$ cat src/rtl/ex_muldiv_unit.sv
// ex_muldiv_unit
//   Iterative multiply/divide unit living in the EX stage. Owns the
//   architectural HI/LO registers. MULT/MULTU/DIV/DIVU take WIDTH+2 cycles
//   (IDLE accept, WIDTH radix-2 steps in CALC, sign fix-up in FIX) and hold
//   the pipeline through Stall. MTHI/MTLO write HI/LO in a single cycle.
//
// Ports
//   Clk       pipeline clock, rising edge
//   Reset_n   asynchronous active-low reset
//   Start_EX  EX holds a valid muldiv/MTHI/MTLO instruction
//   Op_EX     000 MULT, 001 MULTU, 010 DIV, 011 DIVU, 100 MTHI, 101 MTLO, else no-op
//   A_EX      rs operand (post-forwarding)
//   B_EX      rt operand (post-forwarding)
//   Flush     EX instruction squashed; only honoured when a new op would start
//   Stall     freeze front end, bubble into EX/MEM (combinational)
//   Busy      unit not idle (registered)
//   Done      one-cycle pulse while in FIX (registered)
//   Hi, Lo    architectural HI/LO registers
module ex_muldiv_unit #(
  parameter int WIDTH = 32
) (
  input  logic             Clk,
  input  logic             Reset_n,
  input  logic             Start_EX,
  input  logic [2:0]       Op_EX,
  input  logic [WIDTH-1:0] A_EX,
  input  logic [WIDTH-1:0] B_EX,
  input  logic             Flush,
  output logic             Stall,
  output logic             Busy,
  output logic             Done,
  output logic [WIDTH-1:0] Hi,
  output logic [WIDTH-1:0] Lo
);

  localparam int CNT_W = (WIDTH > 2) ? $clog2(WIDTH) : 1;
  localparam logic [CNT_W-1:0] CNT_INIT = CNT_W'(WIDTH - 1);
  localparam logic [CNT_W-1:0] CNT_ONE  = CNT_W'(1);
  localparam logic [CNT_W-1:0] CNT_ZERO = CNT_W'(0);

  typedef enum logic [1:0] {
    S_IDLE = 2'd0,
    S_CALC = 2'd1,
    S_FIX  = 2'd2
  } state_e;

  // Two's complement negation at operand width.
  function automatic logic [WIDTH-1:0] neg_w(input logic [WIDTH-1:0] x);
    return (~x) + {{(WIDTH-1){1'b0}}, 1'b1};
  endfunction

  // Two's complement negation at product width.
  function automatic logic [2*WIDTH-1:0] neg_2w(input logic [2*WIDTH-1:0] x);
    return (~x) + {{(2*WIDTH-1){1'b0}}, 1'b1};
  endfunction

  state_e           state_q, state_d;
  logic [CNT_W-1:0] cnt_q, cnt_d;
  // acc: upper product half (mul) / partial remainder (div)
  // wrk: multiplier shifting out, low product half shifting in (mul)
  //      dividend shifting out, quotient shifting in (div)
  // opnd: |multiplicand| (mul) / |divisor| (div)
  logic [WIDTH-1:0] acc_q, acc_d;
  logic [WIDTH-1:0] wrk_q, wrk_d;
  logic [WIDTH-1:0] opnd_q, opnd_d;
  logic             is_div_q, is_div_d;
  logic             neg_a_q, neg_a_d;
  logic             neg_b_q, neg_b_d;
  logic             divz_q, divz_d;
  logic [WIDTH-1:0] hi_q, hi_d;
  logic [WIDTH-1:0] lo_q, lo_d;
  logic             busy_q, done_q;

  logic             accept_s;
  logic             is_md_s;
  logic             sgn_op_s;
  logic             a_neg_s, b_neg_s;
  logic [WIDTH-1:0] a_mag_s, b_mag_s;
  logic [WIDTH:0]   sum_s;
  logic [WIDTH:0]   shl_s;
  logic [WIDTH:0]   diff_s;
  logic             ge_s;
  logic [2*WIDTH-1:0] prod_s;

  assign accept_s = Start_EX & ~Flush & (state_q == S_IDLE);
  assign is_md_s  = ~Op_EX[2];
  assign sgn_op_s = ~Op_EX[0];

  // Stall is forced low while reset is held so the front end never freezes in reset.
  assign Stall = Reset_n & ((accept_s & is_md_s) | (state_q == S_CALC));
  assign Busy  = busy_q;
  assign Done  = done_q;
  assign Hi    = hi_q;
  assign Lo    = lo_q;

  // State, datapath and architectural HI/LO registers.
  always_ff @(posedge Clk or negedge Reset_n) begin
    if (!Reset_n) begin
      state_q  <= S_IDLE;
      cnt_q    <= CNT_ZERO;
      acc_q    <= '0;
      wrk_q    <= '0;
      opnd_q   <= '0;
      is_div_q <= 1'b0;
      neg_a_q  <= 1'b0;
      neg_b_q  <= 1'b0;
      divz_q   <= 1'b0;
      hi_q     <= '0;
      lo_q     <= '0;
      busy_q   <= 1'b0;
      done_q   <= 1'b0;
    end else begin
      state_q  <= state_d;
      cnt_q    <= cnt_d;
      acc_q    <= acc_d;
      wrk_q    <= wrk_d;
      opnd_q   <= opnd_d;
      is_div_q <= is_div_d;
      neg_a_q  <= neg_a_d;
      neg_b_q  <= neg_b_d;
      divz_q   <= divz_d;
      hi_q     <= hi_d;
      lo_q     <= lo_d;
      busy_q   <= (state_d != S_IDLE);
      done_q   <= (state_d == S_FIX);
    end
  end

  // Next-state and datapath logic for the IDLE -> CALC -> FIX sequence.
  always_comb begin
    state_d  = state_q;
    cnt_d    = cnt_q;
    acc_d    = acc_q;
    wrk_d    = wrk_q;
    opnd_d   = opnd_q;
    is_div_d = is_div_q;
    neg_a_d  = neg_a_q;
    neg_b_d  = neg_b_q;
    divz_d   = divz_q;
    hi_d     = hi_q;
    lo_d     = lo_q;

    a_neg_s = sgn_op_s & A_EX[WIDTH-1];
    b_neg_s = sgn_op_s & B_EX[WIDTH-1];
    a_mag_s = a_neg_s ? neg_w(A_EX) : A_EX;
    b_mag_s = b_neg_s ? neg_w(B_EX) : B_EX;

    // Multiply step: conditional add of the multiplicand, then shift right.
    sum_s  = wrk_q[0] ? ({1'b0, acc_q} + {1'b0, opnd_q}) : {1'b0, acc_q};
    // Divide step: shift next dividend bit in, trial-subtract the divisor.
    // With remainder < divisor the borrow lands in diff_s[WIDTH]. For a zero
    // divisor both paths keep the shifted value, so the remainder ends at |A|.
    shl_s  = {acc_q, wrk_q[WIDTH-1]};
    diff_s = shl_s - {1'b0, opnd_q};
    ge_s   = ~diff_s[WIDTH];
    prod_s = {acc_q, wrk_q};

    case (state_q)
      S_IDLE: begin
        if (accept_s) begin
          case (Op_EX)
            3'b000, 3'b001, 3'b010, 3'b011: begin
              is_div_d = Op_EX[1];
              neg_a_d  = a_neg_s;
              neg_b_d  = b_neg_s;
              divz_d   = Op_EX[1] & (B_EX == '0);
              acc_d    = '0;
              wrk_d    = Op_EX[1] ? a_mag_s : b_mag_s;
              opnd_d   = Op_EX[1] ? b_mag_s : a_mag_s;
              cnt_d    = CNT_INIT;
              state_d  = S_CALC;
            end
            3'b100: begin
              hi_d = A_EX;
            end
            3'b101: begin
              lo_d = A_EX;
            end
            default: begin
              state_d = S_IDLE;
            end
          endcase
        end else begin
          state_d = S_IDLE;
        end
      end

      S_CALC: begin
        if (is_div_q) begin
          acc_d = ge_s ? diff_s[WIDTH-1:0] : shl_s[WIDTH-1:0];
          wrk_d = {wrk_q[WIDTH-2:0], ge_s};
        end else begin
          acc_d = sum_s[WIDTH:1];
          wrk_d = {sum_s[0], wrk_q[WIDTH-1:1]};
        end
        if (cnt_q == CNT_ZERO) begin
          state_d = S_FIX;
        end else begin
          cnt_d = cnt_q - CNT_ONE;
        end
      end

      S_FIX: begin
        if (is_div_q) begin
          // Quotient sign = sign(A) xor sign(B); remainder follows the dividend.
          if (divz_q) begin
            lo_d = '1;
          end else begin
            lo_d = (neg_a_q ^ neg_b_q) ? neg_w(wrk_q) : wrk_q;
          end
          hi_d = neg_a_q ? neg_w(acc_q) : acc_q;
        end else begin
          if (neg_a_q ^ neg_b_q) begin
            {hi_d, lo_d} = neg_2w(prod_s);
          end else begin
            {hi_d, lo_d} = prod_s;
          end
        end
        state_d = S_IDLE;
      end

      default: begin
        state_d = S_IDLE;
      end
    endcase
  end

endmodule
$ cat config.mk
export PLATFORM = sky130hd
export DESIGN_NAME = ex_muldiv_unit
export DESIGN_NICKNAME = d
export VERILOG_FILES = /design/src/rtl/ex_muldiv_unit.sv
export SDC_FILE = /design/constraint.sdc
export NUM_CORES = 1
export LEC_CHECK = 0
export CORE_UTILIZATION = 35
export DETAILED_ROUTE_END_ITERATION = 8
export MAX_ROUTING_LAYER = met4
export PLACE_DENSITY = 0.52
export SYNTH_ARGS = -nofsm -noshare
export SYNTH_HDL_FRONTEND = slang
export SYNTH_SLANG_ARGS = --single-unit
$ cat constraint.sdc
create_clock -name Clk -period 8.96 [get_ports Clk]
set_input_delay 1.344 -clock Clk [delete_from_list [all_inputs] [get_ports Clk]]
set_output_delay 1.344 -clock Clk [all_outputs]
set_load 0.005 [all_outputs]
==> impl_metrics.yaml <==
synth:
  synth-edff-count: 0
  synth.net_count: 2116
  synth_cell_type_count: 72
  yosysSeqAreaShare_pct: 28.6
  async_flop_share_pct: 100
  synth_seq_cells: 173
  synth_ff_type: "dfrtp_1"
  yosys_warnings: 0
  syn_area_sq_um: 15100
  syn_avg_cell_area_sq_um: 7.67
  synth_cells: 1974
clocking:
  clkTransAtPathRegs_ns: 0.08
  cts_setup_buffers: 0
  cts_resized: 0
  cts-root-buf: "clkbuf_16"
  post_cts_hold_buffer_count: 0
  clkSinkCount: 173
  cts_buffers: 17
  insertion_delay_ns: 0.47
  clk_path_buf_depth: 2
  cts_tree: "built"
  h-tree-depth: 4
sta:
  fmax_ghz: 0.186
  fin_setup_tns_ns: 0
  period_share_pct: 60.0
  hold_viol_final: 0
  finalSetupViolCount: 0
  finClkSkew_ns: 0.0107
  worst-slew-pin-transition_ns: 1.20
  maxSlewHeadroom_pct: 20.0
  layout_min_cycle_time_ns: 5.38
  rsz0062_at_grt: "false"
  slew_viol_final: 0
setup_path:
  path_cells: "clkdlybuf4s50_1, nor3b_1, nor2_1, or2_2, inv_1, and2_1, clkdlybuf4s50_1"
  critPathArrivalTime_ns: 4.04
  cpMaxStageDelayCell: "inv_1"
  critical_path.top_delay_family: "buffers and inverters"
  endpoint_kind: "primary output"
  cp_num_buf_inv: 3
  path_class: "in -> out"
  slowest_delay_ns: 0.64
  crit_top_cell: "clkdlybuf4s50_1"
  startpoint_type: "primary input"
  cp_max_fo: 32
  cp.required_ns: 7.62
floorplanning:
  die_h_um: 210
  die_area_sq_um: 44100
  start_util_pct: 35.8
  boundaryPins: 138
  rows: 75
  core_sq_um: 42300
  die_w_um: 210
place:
  dp_cells: 2573
  hpwl_um: 45400
  place.gp.congestion: 0.957
  postPlaceCellArea_sq_um: 16900
  io_buffers: 137
routing:
  viasPerCell: 5.69
  dr_wl_met2_um: 27100
  routed_wl_um: 59000
  drt-wirelength-per-cell_um: 22.6
  drt_iter0_markers: 1345
  wl_met3_um: 2750
  vias: 14800
  dr.pass1.iters: 6
  final_antenna_net_count: 0
  wl_met1_um: 26600
  drc: 0
  top_layer_used: "met4"
run_status:
  status: "finished clean"
cells_and_area:
  drive_gt1_share_pct: 3.94
  antennaDiodeCount: 0
  stdcell_count: 2605
  syn_to_final_growth_pct: 15.3
  stdcell_area_sq_um: 17500
  nets: 2157
  utilization_pct: 41.3
global_route:
  antenna_found_initial: 0
  grt_pass1_wl_um: 89500
  grt_usage_pct: 27.7
  overflow: 0
  grt_start_max_net_pins: 112
  first_global_vias: 14500
power_and_ir_drop:
  power_density_nw_per_um2: 441
  p_leak_nw: 7.25
  power.total_mw: 7.71
  max-vdd-ir-drop_uv: 353
hold_path:
  hold_path.class: "reg -> reg"
job:
  drv_cap: 0
==> where the power goes <==
part / total (mW) / internal (mW) / switching, mW
registers: 1.78 / 1.15 / 0.633
logic: 5.18 / 2.23 / 2.95
clock network: 0.747 / 0.380 / 0.367
total: 7.71 / 3.76 / 3.95
==> cell usage in the layout (no fill, tap or decap), types with 22 or more instances in the layout <==
cell type	synthesis	layout
dfrtp_1	173	171
mux2i_1	83	83
inv_1	69	69
o21ai_0	165	165
nor2_1	198	198
a31oi_1	25	25
nand2_1	240	239
nor3_1	40	40
o221ai_1	24	24
a21o_1	27	27
o22ai_1	36	36
clkdlybuf4s50_1	0	135
nand2b_1	22	22
a21oi_1	183	183
a211oi_1	22	22
o21ai_1	38	36
ha_1	69	69
xnor2_1	99	98
xor2_1	79	78
==> state kept, by name, indices dropped and copies added, names as in the netlist <==
| signal | cells |
|---|---|
| Lo | 32 |
| wrk_q | 32 |
| cnt_q | 5 |
| Done | 1 |
| divz_q | 1 |
| acc_q | 32 |
| neg_b_q | 1 |
| Hi | 32 |
| is_div_q | 1 |
| neg_a_q | 1 |
| Busy | 1 |
| opnd_q | 32 |
| state_q | 2 |
==> worst register-to-register path: stages, from the launching register on <==
cell and delay [ns]:
dfrtp_1 0.49, inv_1 0.13, ha_1 0.24, fa_1 0.40, nand2b_1 0.20, a21oi_1 0.22
o21ai_1 0.19, o21ai_1 0.39, a2111oi_2 0.18, o31ai_1 0.58, xor2_4 0.17, buf_4 0.53
inv_1 0.33, o31a_1 0.35, o221ai_1 0.16
==> synth_stat cells (5+ instances only) <==
cell | n | area share (%)
a211oi_1 | 22 | 1.1
a21o_1 | 27 | 1.3
a21oi_1 | 183 | 6.0
a221oi_1 | 6 | 0.35
a22oi_1 | 8 | 0.40
a31oi_1 | 25 | 1.0
and2_1 | 12 | 0.50
and3_1 | 12 | 0.50
buf_1 | 18 | 0.45
clkbuf_1 | 107 | 2.7
dfrtp_1 | 173 | 29
ha_1 | 69 | 5.7
inv_1 | 69 | 1.7
mux2_2 | 6 | 0.45
mux2i_1 | 83 | 5.5
nand2_1 | 240 | 5.9
nand2b_1 | 22 | 0.91
nand3_1 | 12 | 0.40
nand4_1 | 14 | 0.58
nor2_1 | 198 | 4.9
nor2b_1 | 14 | 0.58
nor3_1 | 40 | 1.3
nor3b_1 | 5 | 0.25
nor4_1 | 12 | 0.50
o211ai_1 | 10 | 0.50
o21a_1 | 9 | 0.45
o21ai_0 | 165 | 5.5
o21ai_1 | 38 | 1.3
o21bai_1 | 11 | 0.55
o221ai_1 | 24 | 1.4
o22a_1 | 7 | 0.40
o22ai_1 | 36 | 1.5
o31ai_1 | 21 | 1.0
o41ai_1 | 10 | 0.58
or2_2 | 5 | 0.21
or3_1 | 19 | 0.78
or4_1 | 6 | 0.30
xnor2_1 | 99 | 5.7
xor2_1 | 79 | 4.6
==> final cells by class <==
class,count,area (sq um)
fill,4395,24900
inverter,69,259
multi-input combinational,1599,10100
tap,577,722
clock buffer,21,470
sequential,173,4330
clock inverter,11,83.8
timing repair buffer,155,1510
==> stage by stage <==
step	hold slack [ns]	setup WS [ns]
after floorplan	0.449	5.08
after global placement	0.466	3.57
after detailed placement	0.474	3.58
after CTS	0.491	3.56
after global routing	0.509	3.39
final	0.485	3.58
==> final timing paths <==
path                       slack, ns        to  cells past startpoint       from
min in group asynchronous       0.88    Lo[17]                      1    Reset_n
max                             3.58     Stall                      7   Start_EX
min reg2reg                     0.48    Hi[13]                      2     Hi[13]
max reg2reg                     4.30  acc_q[5]                     14  wrk_q[31]
max in group asynchronous       5.98  is_div_q                      3    Reset_n
min                             0.48    Hi[13]                      2     Hi[13]
==> metal layers <==
layer	vias up	GRT usage, %
li1	7125	-
met1	7120	36.7
met2	489	43.1
met3	99	2.79
met4	0	11.7
met5	-	-
==> cell families after synthesis <==
family	after synthesis	synth area share (%)
AOI/OAI and AO/OA	639	25.7
adders and majority gates	71	5.96
DFF	173	28.6
buffers and inverters	202	5.16
xor gates and xnor gates	178	10.3
muxes	89	5.93
and+or+nand+nor	622	18.3
Note: power is estimated with default switching activity, not from simulation.
